--- config.mk ---
export PLATFORM = sky130hd
export DESIGN_NAME = nibble_serial_adder
export DESIGN_NICKNAME = d
export VERILOG_FILES = /design/src/rtl/nibble_serial_adder.sv
export SDC_FILE = /design/constraint.sdc
export NUM_CORES = 1
export LEC_CHECK = 0
export CORE_MARGIN = 2
export CORE_UTILIZATION = 45
export DETAILED_ROUTE_END_ITERATION = 6
export GPL_TIMING_DRIVEN = 1
export PLACE_DENSITY_LB_ADDON = 0.05
export SYNTH_ARGS = -nofsm -noshare
export SYNTH_HDL_FRONTEND = slang
export SYNTH_SLANG_ARGS = --single-unit
--- constraint.sdc ---
create_clock -name clk -period 2.6 [get_ports clk]
set_input_delay 0.52 -clock clk [delete_from_list [all_inputs] [get_ports clk]]
set_output_delay 0.52 -clock clk [all_outputs]
set_load 0.005 [all_outputs]
--- src/rtl/nibble_serial_adder.sv ---
// nibble_serial_adder: WIDTH-bit add (optionally subtract with NIBBLE_ADD_SUB_EN) computed one nibble per clock
// through a single ripplecarry_adder4bit, with valid/ready handshakes on both sides.
module ripplecarry_adder4bit (
  input  logic [3:0] a,
  input  logic [3:0] b,
  input  logic       cin,
  output logic [3:0] s,
  output logic       cout
);
  logic [4:0] c;
  assign c[0] = cin;
  for (genvar i = 0; i < 4; i++) begin : g_fa
    assign s[i]   = a[i] ^ b[i] ^ c[i];
    assign c[i+1] = (a[i] & b[i]) | (c[i] & (a[i] ^ b[i]));
  end
  assign cout = c[4];
endmodule

module nibble_serial_adder #(
  parameter int WIDTH = 16
) (
  input  logic             clk,
  input  logic             rst_n,
  input  logic             in_valid,
  output logic             in_ready,
  input  logic [WIDTH-1:0] a,
  input  logic [WIDTH-1:0] b,
  input  logic             cin,
  input  logic             op_sub,
  output logic             out_valid,
  input  logic             out_ready,
  output logic [WIDTH-1:0] sum,
  output logic             cout,
  output logic             ovf,
  output logic             busy
);
  localparam int NIB = WIDTH / 4;
  localparam int CW  = $clog2(NIB + 1);
  typedef enum logic [1:0] {IDLE, RUN, DONE} state_t;
  state_t           state_q, state_d;
  logic [WIDTH-1:0] a_q, a_d, b_q, b_d, sum_q, sum_d, b_eff;
  logic [CW-1:0]    cnt_q, cnt_d;
  logic             c_q, c_d, cout_q, cout_d, ovf_q, ovf_d, am_q, am_d, bm_q, bm_d;
  logic             c_in, co;
  logic [3:0]       s;
`ifdef NIBBLE_ADD_SUB_EN
  assign b_eff = op_sub ? ~b : b;
  assign c_in  = op_sub ? 1'b1 : cin;
`else
  logic unused_op_sub;
  assign unused_op_sub = op_sub;
  assign b_eff = b;
  assign c_in  = cin;
`endif
  ripplecarry_adder4bit u_add (.a(a_q[3:0]), .b(b_q[3:0]), .cin(c_q), .s(s), .cout(co));
  always_comb begin
    state_d = state_q;
    a_d     = a_q;
    b_d     = b_q;
    sum_d   = sum_q;
    cnt_d   = cnt_q;
    c_d     = c_q;
    cout_d  = cout_q;
    ovf_d   = ovf_q;
    am_d    = am_q;
    bm_d    = bm_q;
    case (state_q)
      IDLE: if (in_valid) begin
        a_d     = a;
        b_d     = b_eff;
        c_d     = c_in;
        cnt_d   = '0;
        sum_d   = '0;
        am_d    = a[WIDTH-1];
        bm_d    = b_eff[WIDTH-1];
        state_d = RUN;
      end
      RUN: begin
        sum_d = WIDTH'({s, sum_q} >> 4);
        c_d   = co;
        a_d   = a_q >> 4;
        b_d   = b_q >> 4;
        cnt_d = cnt_q + CW'(1);
        if (cnt_q == CW'(NIB - 1)) begin
          state_d = DONE;
          cout_d  = co;
          ovf_d   = (am_q == bm_q) && (s[3] != am_q);
        end
      end
      DONE: state_d = out_ready ? IDLE : DONE;
      default: state_d = IDLE;
    endcase
  end
  always_ff @(posedge clk) begin
    if (!rst_n) begin
      state_q <= IDLE;
      a_q     <= '0;
      b_q     <= '0;
      sum_q   <= '0;
      cnt_q   <= '0;
      c_q     <= 1'b0;
      cout_q  <= 1'b0;
      ovf_q   <= 1'b0;
      am_q    <= 1'b0;
      bm_q    <= 1'b0;
    end else begin
      state_q <= state_d;
      a_q     <= a_d;
      b_q     <= b_d;
      sum_q   <= sum_d;
      cnt_q   <= cnt_d;
      c_q     <= c_d;
      cout_q  <= cout_d;
      ovf_q   <= ovf_d;
      am_q    <= am_d;
      bm_q    <= bm_d;
    end
  end
  assign in_ready  = state_q == IDLE;
  assign out_valid = state_q == DONE;
  assign busy      = state_q != IDLE;
  assign sum       = sum_q;
  assign cout      = cout_q;
  assign ovf       = ovf_q;
endmodule

==> results of run 1 <==
[sequential cells by signal (all words and copies together) (netlist names)]
register	count
cout	1
sum	16
bm_q	1
c_q	1
ovf	1
am_q	1
cnt_q	3
b_q	16
a_q	16
state_q	2
[area by class of cell]
type / count / area, µm² / share of cell area
Timing Repair Buffer: 64 / 648 / 0.189
Inverter: 11 / 41.3 / 0.0120
Multi-Input combinational cell: 163 / 1230 / 0.360
Clock buffer: 11 / 151 / 0.0442
Sequential cell: 58 / 1160 / 0.339
Clock inverter: 5 / 100 / 0.0292
Tap cell: 72 / 90.1 / 0.0263
[timing repair]
item,4_1_cts,5_1_grt
setup endpoints to repair,0,1
hold endpoints to repair,0,0
gates resized for setup,0,2
[critical path, cell delays in order (launching register included)]
cell and delay, ps:
dfxtp_1 310, inv_1 70, fa_1 170, inv_1 50, fa_1 370, fa_2 340
inv_2 70, fa_1 460, or3_1 320, a311oi_1 240
[path summary, 6_finish.rpt]
check / slack, ps / from / to / cells past startpoint
hold reg to reg: 490 / cnt_q[2]$_SDFFE_PN0P_ / cnt_q[2]$_SDFFE_PN0P_ / 2
setup / recovery: 110 / a_q[0]$_SDFFE_PN0P_ / ovf$_SDFFE_PN0P_ / 9
setup reg to reg: 110 / a_q[0]$_SDFFE_PN0P_ / ovf$_SDFFE_PN0P_ / 9
hold / removal: 490 / cnt_q[2]$_SDFFE_PN0P_ / cnt_q[2]$_SDFFE_PN0P_ / 2
[metal layers]
layer	global-route usage	vias to the layer above	wire (µm)
met4	0.103	0	131
li1	-	1001	-
met2	0.262	44	2360
met5	0	-	0
met1	0.244	942	2490
met3	0.0407	12	194
[power groups by stage]
stage	clock, W	combinational (W)	sequential, W
CTS	0.00106	0.000340	0.000976
global placement	0	0.000336	0.000994
finish	0.00104	0.000336	0.000976
detailed placement	0	0.000339	0.000996
global route	0.00110	0.000370	0.000984
floorplan	0	0.000233	0.000988
[cell usage after synthesis, drive strengths merged (2+ instances only)]
| master | count | area (µm²) |
|---|---|---|
| fa | 4 | 80.1 |
| ha | 2 | 25.0 |
| clkbuf | 4 | 18.8 |
| nand2 | 2 | 7.51 |
| a211oi | 25 | 288 |
| a22oi | 20 | 150 |
| o21ai | 3 | 15.0 |
| mux2i | 25 | 250 |
| inv | 11 | 41.3 |
| a2bb2oi | 3 | 26.3 |
| a21oi | 8 | 40.0 |
| nand2b | 4 | 25.0 |
| nor2 | 49 | 184 |
| buf | 16 | 125 |
| nor2b | 3 | 18.8 |
| dfxtp | 58 | 1160 |
[cells by family (layout without fill, tap and decap cells)]
group,Yosys count,count (layout),synth area share
AOI/OAI and AO/OA,66,66,0.225
and+or+nand+nor,66,66,0.115
DFF,58,58,0.450
buffers and inverters,31,91,0.0718
muxes,25,25,0.0970
adders and majority gates,6,6,0.0408
[per-stage QoR]
stage,hold WS (ps),total power [W],area (µm²)
after floorplan,454,0.00122,2580
after global placement,467,0.00133,3170
after detailed placement,477,0.00134,3170
after CTS,489,0.00238,3430
after global routing,508,0.00246,3430
final,486,0.00235,3430
[placed cells by master, fill, tap and decap left out, types with 3 or more instances in the layout]
master,n
nor2b_1,3
a2bb2oi_1,3
inv_1,9
nand2b_1,4
nor2_1,49
fa_1,3
bufinv_16,3
buf_4,5
a211oi_1,5
a21oi_1,8
clkdlybuf4s50_1,57
a22oi_1,20
o21ai_0,3
mux2i_1,25
clkbuf_8,11
a211oi_2,20
dfxtp_1,57
==> results.md, run 1 <==
* Status: finished, final reports clean
* Sequential share of power at 0.415
* Hold WC Path Type: reg -> reg
* Cell Area, Synth at 2580 µm²
* Unrepaired setup endpoints after global routing: no
* Post-Syn Instances at 252
* Skew-Pair Late Insertion Delay at between 300 and 400 ps
* Clock Power Share at 0.442
* FMAX at about 400 MHz
* Wirelength per Cell at ~13 µm
* Synth Register Bits at 58
* Post-CTS Hold Fix Bufs at 0
* Max Cap Violations at 0
* Worst vdd ir at 0.414 mV
* Switching pwr at 0.000547 W
* FP Rows at 27
* Layout cells sized above 1 at 0.163
* Number of synthesized flops with an enable pin at 0
* Dpl hpwl at about 3600 µm
* RePlAce Congestion at roughly 0.77
* Post-placement setup slack at ~81 ps
* Chip width at around 80 µm
* Pwr dens at approximately 690 nW/µm²
* # port buffers at between 50 and 60
* Antenna viol nets, final at 0
* Syn avg cell area at 10.2 µm²
* Crit path setup slack, layout at approximately 110 ps
* Slew Limit Fails at 0
* # nets final at between 300 and 400
* Area Overhead vs Synth at 32.9%
* Critical Setup Path Class: reg -> reg
* Final hold vios at 0
* YS warnings at 0
* Total vias in the final route at 1999
* Via/cell ratio at ~5.2
* Primary FF master, synth: dfxtp_1
* Worst Tran Pin Value at 495 ps
* CTS buffer count at 9
* Leakage power at 1.30 nW
* Vias in the first global route at around 1800
* Post-CTS Setup Inserts at 0
* Ant. Diodes at 0
* Largest net degree at the start of global routing at between 40 and 50
* Crit. End Element: flip-flop
* Initial detailed-routing violation count at 93
* H-tree Lvls at 3
* Tcrit/Tclk final at 0.959
* Unique masters post-synth at 37
* Internal power at around 0.0018 W
* First-pass GRT wire length at approximately 8700 µm
* CP startpoint kind: flip-flop
* CTS clock-pin slew for the worst setup and hold paths at roughly 60 ps
* Logic pwr share at 0.143
* Core box area at approximately 5500 µm²
* Routed wire length at 5180 µm
* Initial antenna violation count at 0
* Synth Net Count at a little under 300
* Die area at approximately 6400 µm²
* Placed insts at roughly 370
* Data arrival time at the worst-slack endpoint at around 2700 ps
* Fill cell count at between 400 and 500
* Setup violators final at 0
* Final core occ at 0.623
* Die Y at 79.7 µm
* Async set or reset register ratio after synthesis at 0
* Sw Ratio at 0.233
* Post-route setup TNS at 0 ps
* CTS tree: yes
* GR Overflow Total at 0
* Slew margin rel. at 0.670
* CTS Buffer Depth at 2
* Min Tclk post-route at 2490 ps
* Final non-filler cell total at 384
* CTS sink cnt at slightly below 60
* Global-route usage over all layers at 0.180
* DR pass1 iterations at 4
* Seq/Total Area, Yosys at 0.450
* Skew final at 6.82 ps
* CP Max Fanout at 3
* Critical Path RT at 2840 ps
* DRC at 0
* I/O Pins at just under 60
* Initial Utilization at 0.468
* CTS root buf: clkbuf_8
No activity file was read; power rests on OpenSTA's default activity.
==> inputs of run 2 (changes only) <==
- CTS_BUF_LIST: unset -> sky130_fd_sc_hd__clkbuf_16
==> run 2 against run 1 <==
Clock power rose by 26%. Worst hold slack got worse by 2.4 ps. Total power rose by 12%. Critical path depth unchanged. Sequential power barely moved. Register-to-register slack about the same. Utilization is 1.5 points higher. Combinational power is essentially flat. Largest power group unchanged.
==> results.md, run 2 (synthesis gave the netlist of run 1 again) <==
* Status: finished, final reports clean
* Final hold vios at 0 (unchanged)
* Crit path setup slack, layout at 92.3 ps (-14.9 ps)
* Wirelength per Cell at 13.7 µm (+1.8%)
* CTS Buffer Depth at 2 (unchanged)
* Max Cap Violations at 0 (unchanged)
* Commonest cells after routing, fill and taps aside: dfxtp_1, clkdlybuf4s50_1, nor2_1
* CP top delay family: adder cells
* Die area at 6350 µm² (unchanged)
* CP Buf/Inv Count at 3 (unchanged)
* Total vias in the final route at 2003 (+0.20%)
* First-pass GRT wire length at 8980 µm (+2.8%)
* Critical Setup Path Class: reg -> reg
* RePlAce Congestion at 0.773 (unchanged)
* Max stage delay cell, worst path: fa_1
* Clock Power Share at 0.499 (+0.057)
* Grt met2 use at 0.274 (+0.0118)
* Antenna viol nets, final at 0 (unchanged)
* Switching pwr at 0.000585 W (+7.0%)
* Setup violators final at 0 (unchanged)
* CTS root buf: clkbuf_16
* Final core occ at 0.637 (+0.0148)
* Hold WC Path Type: reg -> reg
* Most used cell, CP: fa_1
* Routed wire length at 5270 µm (+1.8%)
* Initial detailed-routing violation count at 105 (+13%)
* Internal power at 0.00204 W (+13%)
* M1 GR Usage at 0.250 (+0.00589)
* Post-DP Area at 3170 µm² (unchanged)
* Crit-path max cell delay at 460 ps (about the same)
* CTS sink cnt at 58 (unchanged)
* Dpl hpwl at 3620 µm (unchanged)
* Area Overhead vs Synth at 36.1%
* CTS clock-pin slew for the worst setup and hold paths at 50 ps (about the same)
* Chip width at 79.7 µm (unchanged)
* Post-placement setup slack at 80.8 ps (unchanged)
* Pwr dens at 749 nW/µm² (+9.3%)
* Initial antenna violation count at 0 (unchanged)
* Leakage power at 1.33 nW (+2.7%)
* Skew final at 3.40 ps (-3.42 ps)
* Layout cells sized above 1 at 0.157 (-0.00641)
* Die Y at 79.7 µm (unchanged)
* Sw Ratio at 0.223 (-0.0102)
* Global-route usage over all layers at 0.183 (+0.00317)
* Slew Limit Fails at 0 (unchanged)
* Data arrival time at the worst-slack endpoint at 2730 ps (about the same)
* Crit. End Element: flip-flop
* Critical Path RT at 2830 ps (about the same)
* CTS buffer count at 9 (unchanged)
* Core box area at 5510 µm² (unchanged)
* Slew margin rel. at 0.661 (-0.00839)
* Post-route cell area at 3510 µm² (+2.4%)
* GR Layer Usage met3 at 0.0373 (-0.00339)
* Crit-path cells: inv_1, fa_1, inv_1, fa_1, fa_2, inv_2, fa_1, or3_1, a311oi_1
* CP startpoint kind: flip-flop
* Sequential share of power at 0.372 (-0.043)
* CP Max Fanout at 3 (unchanged)
* Unrepaired setup endpoints after global routing: no
* GR Overflow Total at 0 (unchanged)
* DRC at 0 (unchanged)
* Via/cell ratio at 5.22 (+0.20%)
* Min Tclk post-route at 2510 ps (+14.9 ps)
* Power Total at 0.00263 W (+12%)
* Ant. Diodes at 0 (unchanged)
* Grt peak-use layer: met2
* Post-route setup TNS at 0 ps (unchanged)
* # port buffers at 57 (unchanged)
* Skew-Pair Late Insertion Delay at 320 ps (-20 ps)
* Resize count post-CTS at 0 (unchanged)
* Tcrit/Tclk final at 0.965 (+0.00573)
* # nets final at 351 (unchanged)
* FMAX at 399 MHz (-0.59%)
* I/O Pins at 59 (unchanged)
* FP Rows at 27 (unchanged)
* Largest net degree at the start of global routing at 49 (unchanged)
* DR pass1 iterations at 4 (unchanged)
* Initial Utilization at 0.468 (unchanged)
* CTS tree: yes
* Post-CTS Setup Inserts at 0 (unchanged)
* Worst vdd ir at 0.418 mV (+1.0%)
* Post-CTS Hold Fix Bufs at 0 (unchanged)
* Logic pwr share at 0.129 (-0.014)
* Worst Tran Pin Value at 508 ps (+12.6 ps)
* Vias in the first global route at 1822 (+0.55%)
* H-tree Lvls at 3 (unchanged)
==> run 2: cell types whose count changed in the layout (fill, tap and decap cells not counted) <==
cell | before | now
clkbuf_16 | 0 | 9
clkbuf_8 | 11 | 0
clkinv_1 | 0 | 2
==> run 2: worst paths after layout <==
kind | slack (ps) | endpoint | cells past startpoint | start
worst max-delay path | 90 | ovf$_SDFFE_PN0P_ | 9 | a_q[0]$_SDFFE_PN0P_
worst min register to register | 480 | cnt_q[2]$_SDFFE_PN0P_ | 2 | cnt_q[2]$_SDFFE_PN0P_
worst min-delay path | 480 | cnt_q[2]$_SDFFE_PN0P_ | 2 | cnt_q[2]$_SDFFE_PN0P_
worst max register to register | 90 | ovf$_SDFFE_PN0P_ | 9 | a_q[0]$_SDFFE_PN0P_
==> run 2: final cells by class <==
cell class | instances | area (µm²)
timing repair buffer | 64 | 648
multi-input combinational | 163 | 1230
sequential | 58 | 1160
tap | 72 | 90.1
inverter | 11 | 41.3
clock buffer | 9 | 225
fill | 475 | 2000
clock inverter | 7 | 108
==> run 2: tightest hold or removal path, cell delays in order (launching register included) <==
cell,delay (ps)
dfxtp_1,320
a2bb2oi_1,60
nor2_1,70
==> run 2: power by group through the flow <==
| stage | sequential, W | clock (W) | combinational (W) |
|---|---|---|---|
| 3_5_place_dp | 0.000996 | 0 | 0.000339 |
| 3_3_place_gp | 0.000994 | 0 | 0.000336 |
| 5_1_grt | 0.000985 | 0.00138 | 0.000372 |
| 4_1_cts | 0.000978 | 0.00134 | 0.000342 |
| 6_report | 0.000978 | 0.00131 | 0.000338 |
| 2_1_floorplan | 0.000988 | 0 | 0.000233 |
==> run 2: layer usage <==
metal | routed length [µm] | vias up | share of wire
met5 | 0 | - | 0
met4 | 102 | 0 | 0.019
met3 | 175 | 8 | 0.033
met2 | 2410 | 38 | 0.46
met1 | 2590 | 955 | 0.49
li1 | - | 1002 | -
==> run 2: stage by stage <==
step,hold slack (ps),cells
2_1_floorplan,454,252
3_3_place_gp,467,368
3_5_place_dp,477,368
4_1_cts,487,384
5_1_grt,506,384
6_report,484,384
